File: config.mk
export PLATFORM = sky130hd
export DESIGN_NAME = servo_angle_tracker
export DESIGN_NICKNAME = d
export VERILOG_FILES = /design/src/rtl/servo_angle_tracker.sv
export SDC_FILE = /design/constraint.sdc
export NUM_CORES = 1
export LEC_CHECK = 0
export CAP_MARGIN = 20
export CORE_ASPECT_RATIO = 2
export CORE_UTILIZATION = 50
export DETAILED_ROUTE_END_ITERATION = 16
export PLACE_DENSITY = 0.68
export SYNTH_ARGS = -nofsm -noshare
export SYNTH_HDL_FRONTEND = slang
export SYNTH_SLANG_ARGS = --single-unit
File: constraint.sdc
create_clock -name clk -period 5 [get_ports clk]
set_clock_uncertainty 0.2 [all_clocks]
set_input_delay 1.25 -clock clk [delete_from_list [all_inputs] [get_ports clk]]
set_output_delay 1.25 -clock clk [all_outputs]
set_load 0.1 [all_outputs]
File: src/rtl/servo_angle_tracker.sv
// Servo angle command generator: parks at center, sweeps the range, then
// steers toward an IR source seen by left/right detectors. The angle changes
// at most once per frame so the PWM stage sees one value per pulse period.
module servo_angle_tracker #(
  parameter int unsigned FRAME_CYCLES = 2_000_000,
  parameter int unsigned ANGLE_MIN    = 0,
  parameter int unsigned ANGLE_MAX    = 180,
  parameter int unsigned ANGLE_CENTER = 90,
  parameter int unsigned SCAN_STEP    = 2,
  parameter int unsigned TRACK_STEP   = 1,
  parameter int unsigned LOST_FRAMES  = 25
) (
  input  logic        clk,
  input  logic        rst_n,
  input  logic        enable,
  input  logic        ir_left,
  input  logic        ir_right,
  output logic [15:0] angle,
  output logic        frame_tick,
  output logic [1:0]  state,
  output logic        locked
);

  localparam int unsigned CNT_W  = $clog2(FRAME_CYCLES);
  localparam int unsigned LOST_W = $clog2(LOST_FRAMES + 1);
  localparam logic [CNT_W-1:0]  CNT_LAST  = CNT_W'(FRAME_CYCLES - 1);
  localparam logic [LOST_W-1:0] LOST_LAST = LOST_W'(LOST_FRAMES - 1);
  localparam logic [15:0] MIN16    = 16'(ANGLE_MIN);
  localparam logic [15:0] MAX16    = 16'(ANGLE_MAX);
  localparam logic [15:0] CENTER16 = 16'(ANGLE_CENTER);
  localparam logic [16:0] SSTEP17  = 17'(SCAN_STEP);
  localparam logic [16:0] TSTEP17  = 17'(TRACK_STEP);

  typedef enum logic [1:0] {
    IDLE  = 2'd0,
    SCAN  = 2'd1,
    TRACK = 2'd2
  } state_e;

  state_e              state_q, state_d;
  logic [CNT_W-1:0]    cnt_q;
  logic [LOST_W-1:0]   lost_q, lost_d;
  logic [15:0]         angle_q, angle_d;
  logic                dir_up_q, dir_up_d;
  logic                locked_q, locked_d;
  logic                l_meta_q, l_q, r_meta_q, r_q;
  logic                tick;
  logic                up_hit, dn_hit;
  logic [15:0]         park_angle;

  // Saturating add: clamps to lim when the 17-bit sum reaches or passes it.
  function automatic logic [15:0] step_up(input logic [15:0] a,
                                          input logic [16:0] step,
                                          input logic [15:0] lim);
    logic [16:0] s;
    s = {1'b0, a} + step;
    return (s >= {1'b0, lim}) ? lim : s[15:0];
  endfunction

  // Saturating subtract: a borrow out of bit 16 also clamps to lim.
  function automatic logic [15:0] step_dn(input logic [15:0] a,
                                          input logic [16:0] step,
                                          input logic [15:0] lim);
    logic [16:0] d;
    d = {1'b0, a} - step;
    return (d[16] || (d <= {1'b0, lim})) ? lim : d[15:0];
  endfunction

  assign tick = (cnt_q == CNT_LAST);

  // Two-stage synchronizers for the asynchronous IR detectors.
  always_ff @(posedge clk or negedge rst_n) begin
    if (!rst_n) begin
      l_meta_q <= 1'b0;
      l_q      <= 1'b0;
      r_meta_q <= 1'b0;
      r_q      <= 1'b0;
    end else begin
      l_meta_q <= ir_left;
      l_q      <= l_meta_q;
      r_meta_q <= ir_right;
      r_q      <= r_meta_q;
    end
  end

  // Frame counter: 0..FRAME_CYCLES-1, tick on the last count.
  always_ff @(posedge clk or negedge rst_n) begin
    if (!rst_n) cnt_q <= '0;
    else        cnt_q <= tick ? '0 : cnt_q + CNT_W'(1);
  end

  // State and datapath registers.
  always_ff @(posedge clk or negedge rst_n) begin
    if (!rst_n) begin
      state_q  <= IDLE;
      angle_q  <= CENTER16;
      dir_up_q <= 1'b1;
      lost_q   <= '0;
      locked_q <= 1'b0;
    end else begin
      state_q  <= state_d;
      angle_q  <= angle_d;
      dir_up_q <= dir_up_d;
      lost_q   <= lost_d;
      locked_q <= locked_d;
    end
  end

  // Next-state: leaving SCAN/TRACK on enable low does not wait for a tick.
  always_comb begin
    state_d = state_q;
    unique case (state_q)
      IDLE:  if (tick && enable) state_d = SCAN;
      SCAN:  begin
        if (!enable)                   state_d = IDLE;
        else if (tick && (l_q || r_q)) state_d = TRACK;
      end
      TRACK: begin
        if (!enable) state_d = IDLE;
        else if (tick && !l_q && !r_q && (lost_q == LOST_LAST)) state_d = SCAN;
      end
      default: state_d = IDLE;
    endcase
  end

  // Angle, sweep direction, lost counter and lock flag for each state.
  always_comb begin
    angle_d    = angle_q;
    dir_up_d   = dir_up_q;
    lost_d     = lost_q;
    locked_d   = locked_q;
    up_hit     = ({1'b0, angle_q} + SSTEP17) >= {1'b0, MAX16};
    dn_hit     = (angle_q <= MIN16) ||
                 (({1'b0, angle_q} - SSTEP17) <= {1'b0, MIN16});
    park_angle = (angle_q > CENTER16) ? step_dn(angle_q, SSTEP17, CENTER16)
                                      : step_up(angle_q, SSTEP17, CENTER16);
    unique case (state_q)
      IDLE: begin
        locked_d = 1'b0;
        lost_d   = '0;
        if (tick) angle_d = park_angle;
      end
      SCAN: begin
        locked_d = 1'b0;
        if (!enable) begin
          lost_d = '0;
          if (tick) angle_d = park_angle;
        end else if (tick) begin
          if (l_q || r_q) begin
            lost_d = '0;
          end else if (dir_up_q) begin
            angle_d = step_up(angle_q, SSTEP17, MAX16);
            if (up_hit) dir_up_d = 1'b0;
          end else begin
            angle_d = step_dn(angle_q, SSTEP17, MIN16);
            if (dn_hit) dir_up_d = 1'b1;
          end
        end
      end
      TRACK: begin
        if (!enable) begin
          locked_d = 1'b0;
          lost_d   = '0;
          if (tick) angle_d = park_angle;
        end else if (tick) begin
          locked_d = l_q && r_q;
          lost_d   = '0;
          if (l_q && !r_q)      angle_d = step_dn(angle_q, TSTEP17, MIN16);
          else if (!l_q && r_q) angle_d = step_up(angle_q, TSTEP17, MAX16);
          else if (!l_q && !r_q && (lost_q != LOST_LAST))
            lost_d = lost_q + LOST_W'(1);
        end
      end
      default: locked_d = 1'b0;
    endcase
  end

  // Outputs straight from registers.
  always_comb begin
    angle      = angle_q;
    state      = state_q;
    locked     = locked_q;
    frame_tick = tick;
  end

endmodule

==> results.md, run 1 <==
* Outcome: complete, no violations
* Largest net degree at the start of global routing at 51
* Yosys top cell by area: dfrtp_1
* Hold-fix buffers, CTS at 0
* Drt drc at 0
* Mapped cell area at around 4700 µm²
* Clock root buffer master: clkbuf_16
* CTS tree: built
* Final Util at between 50% and 60%
* Routed WL per cell at roughly 24 µm
* Post-route ant nets at 0
* Chip Width at between 70 and 80 µm
* Total number of vias at 4,963
* Iter 0 DRT Violations at between 400 and 500
* Post-cts resize count at 0
* Top-area cell type share of the netlist area at between 20% and 30%
* Setup WS pre-CTS at between 0.3 and 0.4 ns
* Leakage at ~1.9 nW
* Normalized max-slew margin at approximately 20%
* Slew of the pin with the lowest slew margin at 1.18 ns
* Commonest non-fill, non-tap cell in the layout: nor2_1
* Initial antenna violation count at 0
* Die Y-Extent at 139 µm
* Final setup viols at 0
* Gpl congestion at about 1.1
* WS Path Type: flip-flop to flip-flop
* Clk pin slew, worst setup/hold paths at approximately 0.07 ns
* Number of max-cap violations at 0
* Crit end category: flip-flop
* GRT Residual Overflow at 0
* IO buf count at 24
* Main synth FF type: dfrtp_1
* Synth area leaders: dfrtp_1, nor2_1, ha_1
* Sum Neg Setup Slack at 0 ns
* I/O Pins at 25
* Commonest cells after routing, fill and taps aside: nor2_1, nand2_1, dfrtp_1
* Clock Path Buffers at 2
* Syn_area_per_cell at slightly below 8 µm²
* Vias in the first global route at 4,818
* YS warnings at 0
* #FFs+latches synth at 50
* R2r setup slk at 0.28 ns
* CP arrival at between 4 and 5 ns
* Hold Fails Final Rpt at 0
* Total placed cells including tap cells at just over 700
* Unrepaired setup endpoints after global routing: no
* Maximum vdd drop at around 0.00020 V
* Drt first pass iters at 6
* Layout overhead on the synthesized area at 9.61%
* Critical Path Source Type: flip-flop
* NumNets Final at approximately 640
* Layout cells sized above 1 at 8.14%
* Die area at approximately 9700 µm²
* Starting Density at about half
* FP Rows at 49
* Hold Path Class: flip-flop to flip-flop
* Count of pins over their slew limit at 0
* Core area at 9010 µm²
* Worst Path Required at 5.01 ns
* Clk_lat worst skew at about 0.30 ns
* Final WS setup at 0.282 ns
* H-tree Lvls at 2
* Cell count after synthesis at 607
* Vias per cell at about 7
* Net count after synthesis at roughly 630
* Final Cycle Share at a little over nine tenths
* CTS Sinks at 50
* Async SR Flop Fraction at 100%
* Post-DP HPWL at roughly 12,000 µm
* TritonCTS Buffers at 5
* Tmin final at 4.72 ns
* Synth cell types at 75
* Crit Path Max Fanout at 16
* First-pass GRT wire length at ~27,000 µm
* Non-Filler Instances at between 700 and 800
* Post-synth EDFFs at 0
* Tot Pwr at around 0.00077 W
* # Post-CTS Setup Buffers at 0
* Sequential fraction of the synthesis area at 27.0%
* Gr usage total at approximately 35%
* ANT cells at 0
* Cell Pwr Density at between 150 and 200 nW/µm²
* Final wirelength at roughly 17,000 µm
* Fmax at 212 MHz
[layer usage]
layer	GRT usage [%]	routed length, µm	vias to the layer above
met1	37.5	5870	2384
met2	61.2	8800	229
met5	0	0	-
met3	6.10	1020	84
li1	-	-	2266
met4	25.8	1400	0
[worst paths after layout]
check | startpoint | endpoint | cells after the start
setup / recovery | angle[0] | angle[4] | 11
hold / removal | l_meta_q | l_q | 0
setup reg to reg | angle[0] | angle[4] | 11
hold reg to reg | l_meta_q | l_q | 0
max in group asynchronous | rst_n | angle[8] | 2
min in group asynchronous | rst_n | angle[7] | 2
[state kept, by name, indices dropped and copies added (netlist names)]
signal and cells:
lost_q 5, r_meta_q 1, state 2, l_q 1
locked 1, cnt_q 21, angle 16, r_q 1
dir_up_q 1, l_meta_q 1
[logic make-up (layout without fill, tap and decap cells)]
group | count (synthesis) | after routing | share of synthesized area, %
xor+xnor | 39 | 39 | 7.32
simple gates | 258 | 258 | 28.9
fa+ha+maj | 17 | 17 | 4.56
flops | 50 | 50 | 27.0
mux | 4 | 4 | 0.885
compound gates | 174 | 174 | 25.5
buf+inv | 65 | 72 | 5.85
[metrics by stage]
step | instance area, µm² | hold slack (ns)
6_report | 5110 | 0.156
2_1_floorplan | 4660 | 0.131
5_1_grt | 5110 | 0.161
4_1_cts | 5110 | 0.159
3_3_place_gp | 4970 | 0.133
3_5_place_dp | 4970 | 0.143
[where the power goes]
| group | internal (W) | switching (W) | total [W] |
|---|---|---|---|
| Clock | 0.000186 | 0.000164 | 0.000351 |
| Sequential | 0.000406 | 0.00000122 | 0.000407 |
| Combinational | 0.00000412 | 0.0000115 | 0.0000156 |
| Total | 0.000597 | 0.000177 | 0.000773 |
[final cells by class]
cell class	count	area (µm²)
clock inverters	2	13.8
fillers	864	3900
repair buffers	42	368
clock buffers	6	129
multi-input cells	492	3130
flip-flops and latches	50	1260
well taps	102	128
inverters	22	82.6
[worst max-delay path, stage by stage, from the launching register on]
cell	delay (ns)
dfrtp_1	0.62
inv_1	0.42
ha_1	0.38
nor3b_1	0.87
nand3_1	0.14
a2111oi_0	0.54
nand4_1	0.20
o21bai_1	0.46
buf_4	0.26
o221ai_1	0.13
a221oi_1	0.29
o22ai_1	0.12
[Yosys cell counts (4+ instances only)]
master      n
or3_1       5
nor4b_1     4
o31ai_1     7
o221ai_1    8
nor3_1     15
xor2_1     21
and2_1      9
ha_1       17
nand3_1    31
dfstp_2     5
clkbuf_1   30
or4_1       5
or2_2       7
nand2_1    55
nand4_1    18
nor2b_1     5
a211oi_1   10
a21oi_1    36
xnor2_1    18
a31oi_1    10
dfrtp_1    45
buf_2       8
inv_1      22
and3_1      8
nand2b_1    7
o211ai_1    6
o21ai_0    41
nor2_1     57
o22ai_1     5
o2111ai_1   5
and4_1      4
nor3b_1     5
nor4_1     10
Power figures use the tool's default switching activity.
==> inputs of run 2 (changes only) <==
Settings changed: ABC_AREA set to 1.
==> run 2 against run 1 <==
Net effect: flip-flop and latch count did not move; power rose by 8.5%; sequential share of layout area fell by 3.7 points; clock-buffer cell count did not move; first-iteration DRC count rose by 6.5%; combinational power rose by 47%; routed wire length rose by 14%; worst setup slack improved by 0.94 ns; clock power rose by 17%; register-to-register slack improved by 1.2 ns; sequential power barely moved; hold slack got worse by 0.0074 ns; critical endpoint is now angle[0]; largest cell class unchanged; highest routed layer unchanged.
==> results.md, run 2 <==
* Outcome: complete, no violations
* YS warnings at 0 (unchanged)
* R2r setup slk at 1.46 ns (+1.18 ns)
* Complex-gate fraction of the synthesized area at 9.52% (-16 points)
* CP arrival at 2.33 ns (-2.40 ns)
* Cell count after synthesis at 943 (+55%)
* IO buf count at 24 (unchanged)
* Layout overhead on the synthesized area at 7.46%
* RR Startpoint: angle[2]
* Maximum vdd drop at 0.000313 V (+58%)
* I/O Pins at 25 (unchanged)
* Layout cells sized above 1 at 8.23% (+0.085 points)
* Yosys top cell by area: nand2_1
* CP delay by family, top: buffers and inverters
* Gpl congestion at 0.999 (-7.9%)
* Vias in the first global route at 6,080 (+26%)
* Crit Path Max Fanout at 14 (-2)
* Largest net degree at the start of global routing at 29 (-43%)
* Cell Pwr Density at 140 nW/µm² (-7.6%)
* Critical Path Max Stage Delay at 1.25 ns (+0.38 ns)
* Post-synthesis xor/xnor area fraction at 2.64% (-4.7 points)
* ANT cells at 0 (unchanged)
* Sum Neg Setup Slack at 0 ns (unchanged)
* First-pass GRT wire length at 30,400 µm (+14%)
* Total number of vias at 6,095 (+23%)
* WS Path Type: flip-flop to output pin
* Worst Path Buf+Inv at 1 (-1)
* Clock root buffer master: clkbuf_16
* CTS tree: built
* Post-Synth Simple-Gate Area at 49.5% (+21 points)
* Final WS setup at 1.22 ns (+0.940 ns)
* Sequential fraction of the synthesis area at 22.5% (-4.5 points)
* Total placed cells including tap cells at 1,081 (+53%)
* Tmin final at 3.78 ns (-0.940 ns)
* Routed WL per cell at 18.0 µm (-25%)
* Critical Path Stages at 1 (-10)
* Post-synth EDFFs at 0 (unchanged)
* Crit path max-delay cell type: clkdlybuf4s50_1
* Commonest cells after routing, fill and taps aside: nand2_1, inv_1, nor2_1, nand3_1, dfrtp_1
* Normalized max-slew margin at 35.0% (+15 points)
* Critical Path Source Type: flip-flop
* Async SR Flop Fraction at 100% (unchanged)
* GRT Residual Overflow at 0 (unchanged)
* Max reg flops at 21 (unchanged)
* Starting Density at 51.3% (-0.40 points)
* Clk_lat worst skew at 0.31 ns (about the same)
* Worst reg-to-reg path cell count at 18 (+7)
* CTS Sinks at 50 (unchanged)
* WHS Path Cells at 0 (unchanged)
* Adder-Cell Fraction of Synth Area at 4.03% (-0.53 points)
* Synth area leaders: nand2_1, dfrtp_1, nand3_1
* Commonest non-fill, non-tap cell in the layout: nand2_1
* FP Rows at 54 (+10%)
* Worst Path Required at 3.55 ns (-1.46 ns)
* FF-to-FF End: angle[8]
* Top-area cell type share of the netlist area at 21.1% (-3.0 points)
* Drt first pass iters at 5 (-1)
* Clk pin slew, worst setup/hold paths at 0.08 ns (about the same)
* Crit-path cells: clkdlybuf4s50_1
* Final wirelength at 19,500 µm (+14%)
* Hold Fails Final Rpt at 0 (unchanged)
* TritonCTS Buffers at 5 (unchanged)
* Die area at 11,600 µm² (+19%)
* Core area at 10,900 µm² (+21%)
* Iter 0 DRT Violations at 429 (+6.5%)
* Gr usage total at 34.6% (-0.83 points)
* Net count after synthesis at 966 (+54%)
* Most common cell in the netlist: nand2_1
* Number of max-cap violations at 0 (unchanged)
* Hold Path Class: flip-flop to flip-flop
* Final setup viols at 0 (unchanged)
* Main combinational cell family by area after synthesis: simple AND/OR/NAND/NOR gates
* Setup WS pre-CTS at 1.43 ns (+1.04 ns)
* Post-DP HPWL at 15,400 µm (+24%)
* Final Cycle Share at 75.6% (-19 points)
* Post-route ant nets at 0 (unchanged)
* Hold-fix buffers, CTS at 0 (unchanged)
* Count of pins over their slew limit at 0 (unchanged)
* Mux cell area share after synthesis at 0% (-0.89 points)
* Slew of the pin with the lowest slew margin at 0.972 ns (-0.211 ns)
* Vias per cell at 5.60 (-19%)
* Synth cell count leaders: nand2_1, inv_1, nand3_1, nor2_1, dfrtp_1
* Synth cell types at 43 (-43%)
* Die Y-Extent at 151 µm (+9.3%)
* #FFs+latches synth at 50 (unchanged)
* H-tree Lvls at 2 (unchanged)
* Non-Filler Instances at 1,088 (+52%)
* Crit end category: output pin
* Syn_area_per_cell at 5.92 µm² (-23%)
* Initial antenna violation count at 0 (unchanged)
* WHS Endpoint: r_q
* Biggest register: cnt_q
* Unrepaired setup endpoints after global routing: no
* Post-cts resize count at 0 (unchanged)
* Fmax at 265 MHz (+25%)
* Number of fill cells in the layout at 1,181 (+37%)
* Mapped cell area at 5590 µm² (+20%)
* Clock Path Buffers at 2 (unchanged)
* Main synth FF type: dfrtp_1
* Leakage at 3.04 nW (+64%)
* Chip Width at 76.7 µm (+9.2%)
* # Post-CTS Setup Buffers at 0 (unchanged)
* NumNets Final at 971 (+53%)
* Drt drc at 0 (unchanged)
* Min-delay src: r_meta_q
==> run 2: kinds of logic after synthesis <==
kind of cell | Yosys count
fa+ha+maj | 18
xor+xnor | 16
simple gates | 604
compound gates | 97
buf+inv | 158
flops | 50
==> run 2: metal layers <==
metal | GRT usage (%) | wire [µm]
met2 | 65.4 | 10200
met5 | 0 | 0
met4 | 31.7 | 1880
met1 | 32.7 | 6710
met3 | 2.51 | 762
==> run 2: through the flow <==
stage          util (%)  area [µm²]  total power, W  hold slack, ns
2_1_floorplan         -        5590        0.000422           0.131
3_3_place_gp       53.6        5830        0.000438           0.132
3_5_place_dp       53.6        5830        0.000438           0.135
4_1_cts            55.2        6000        0.000845           0.150
5_1_grt            55.2        6000        0.000853           0.171
6_report           55.2        6000        0.000839           0.148
==> run 2: worst max-delay path by stage <==
stage | from | endpoint
finish | angle[0] | angle[0]
global route | cnt_q[0] | frame_tick
CTS | angle[0] | angle[0]
detailed placement | enable | angle[11]
global placement | enable | angle[10]
floorplan | cnt_q[0] | frame_tick
==> run 2: final cells by class <==
cell class,instances,area (µm²),share of cell area [%]
clock buffer,6,139,2.31
multi-input combinational,735,3670,61.1
inverter,131,492,8.19
timing repair buffer,25,240,4.00
clock inverter,1,30.0,0.500
tap,140,175,2.92
sequential,50,1260,21.0
==> run 2: report_power, final <==
part / internal, W / switching (W)
sequential: 0.000406 / 0.000000735
combinational: 0.00000604 / 0.0000169
clock: 0.000248 / 0.000162
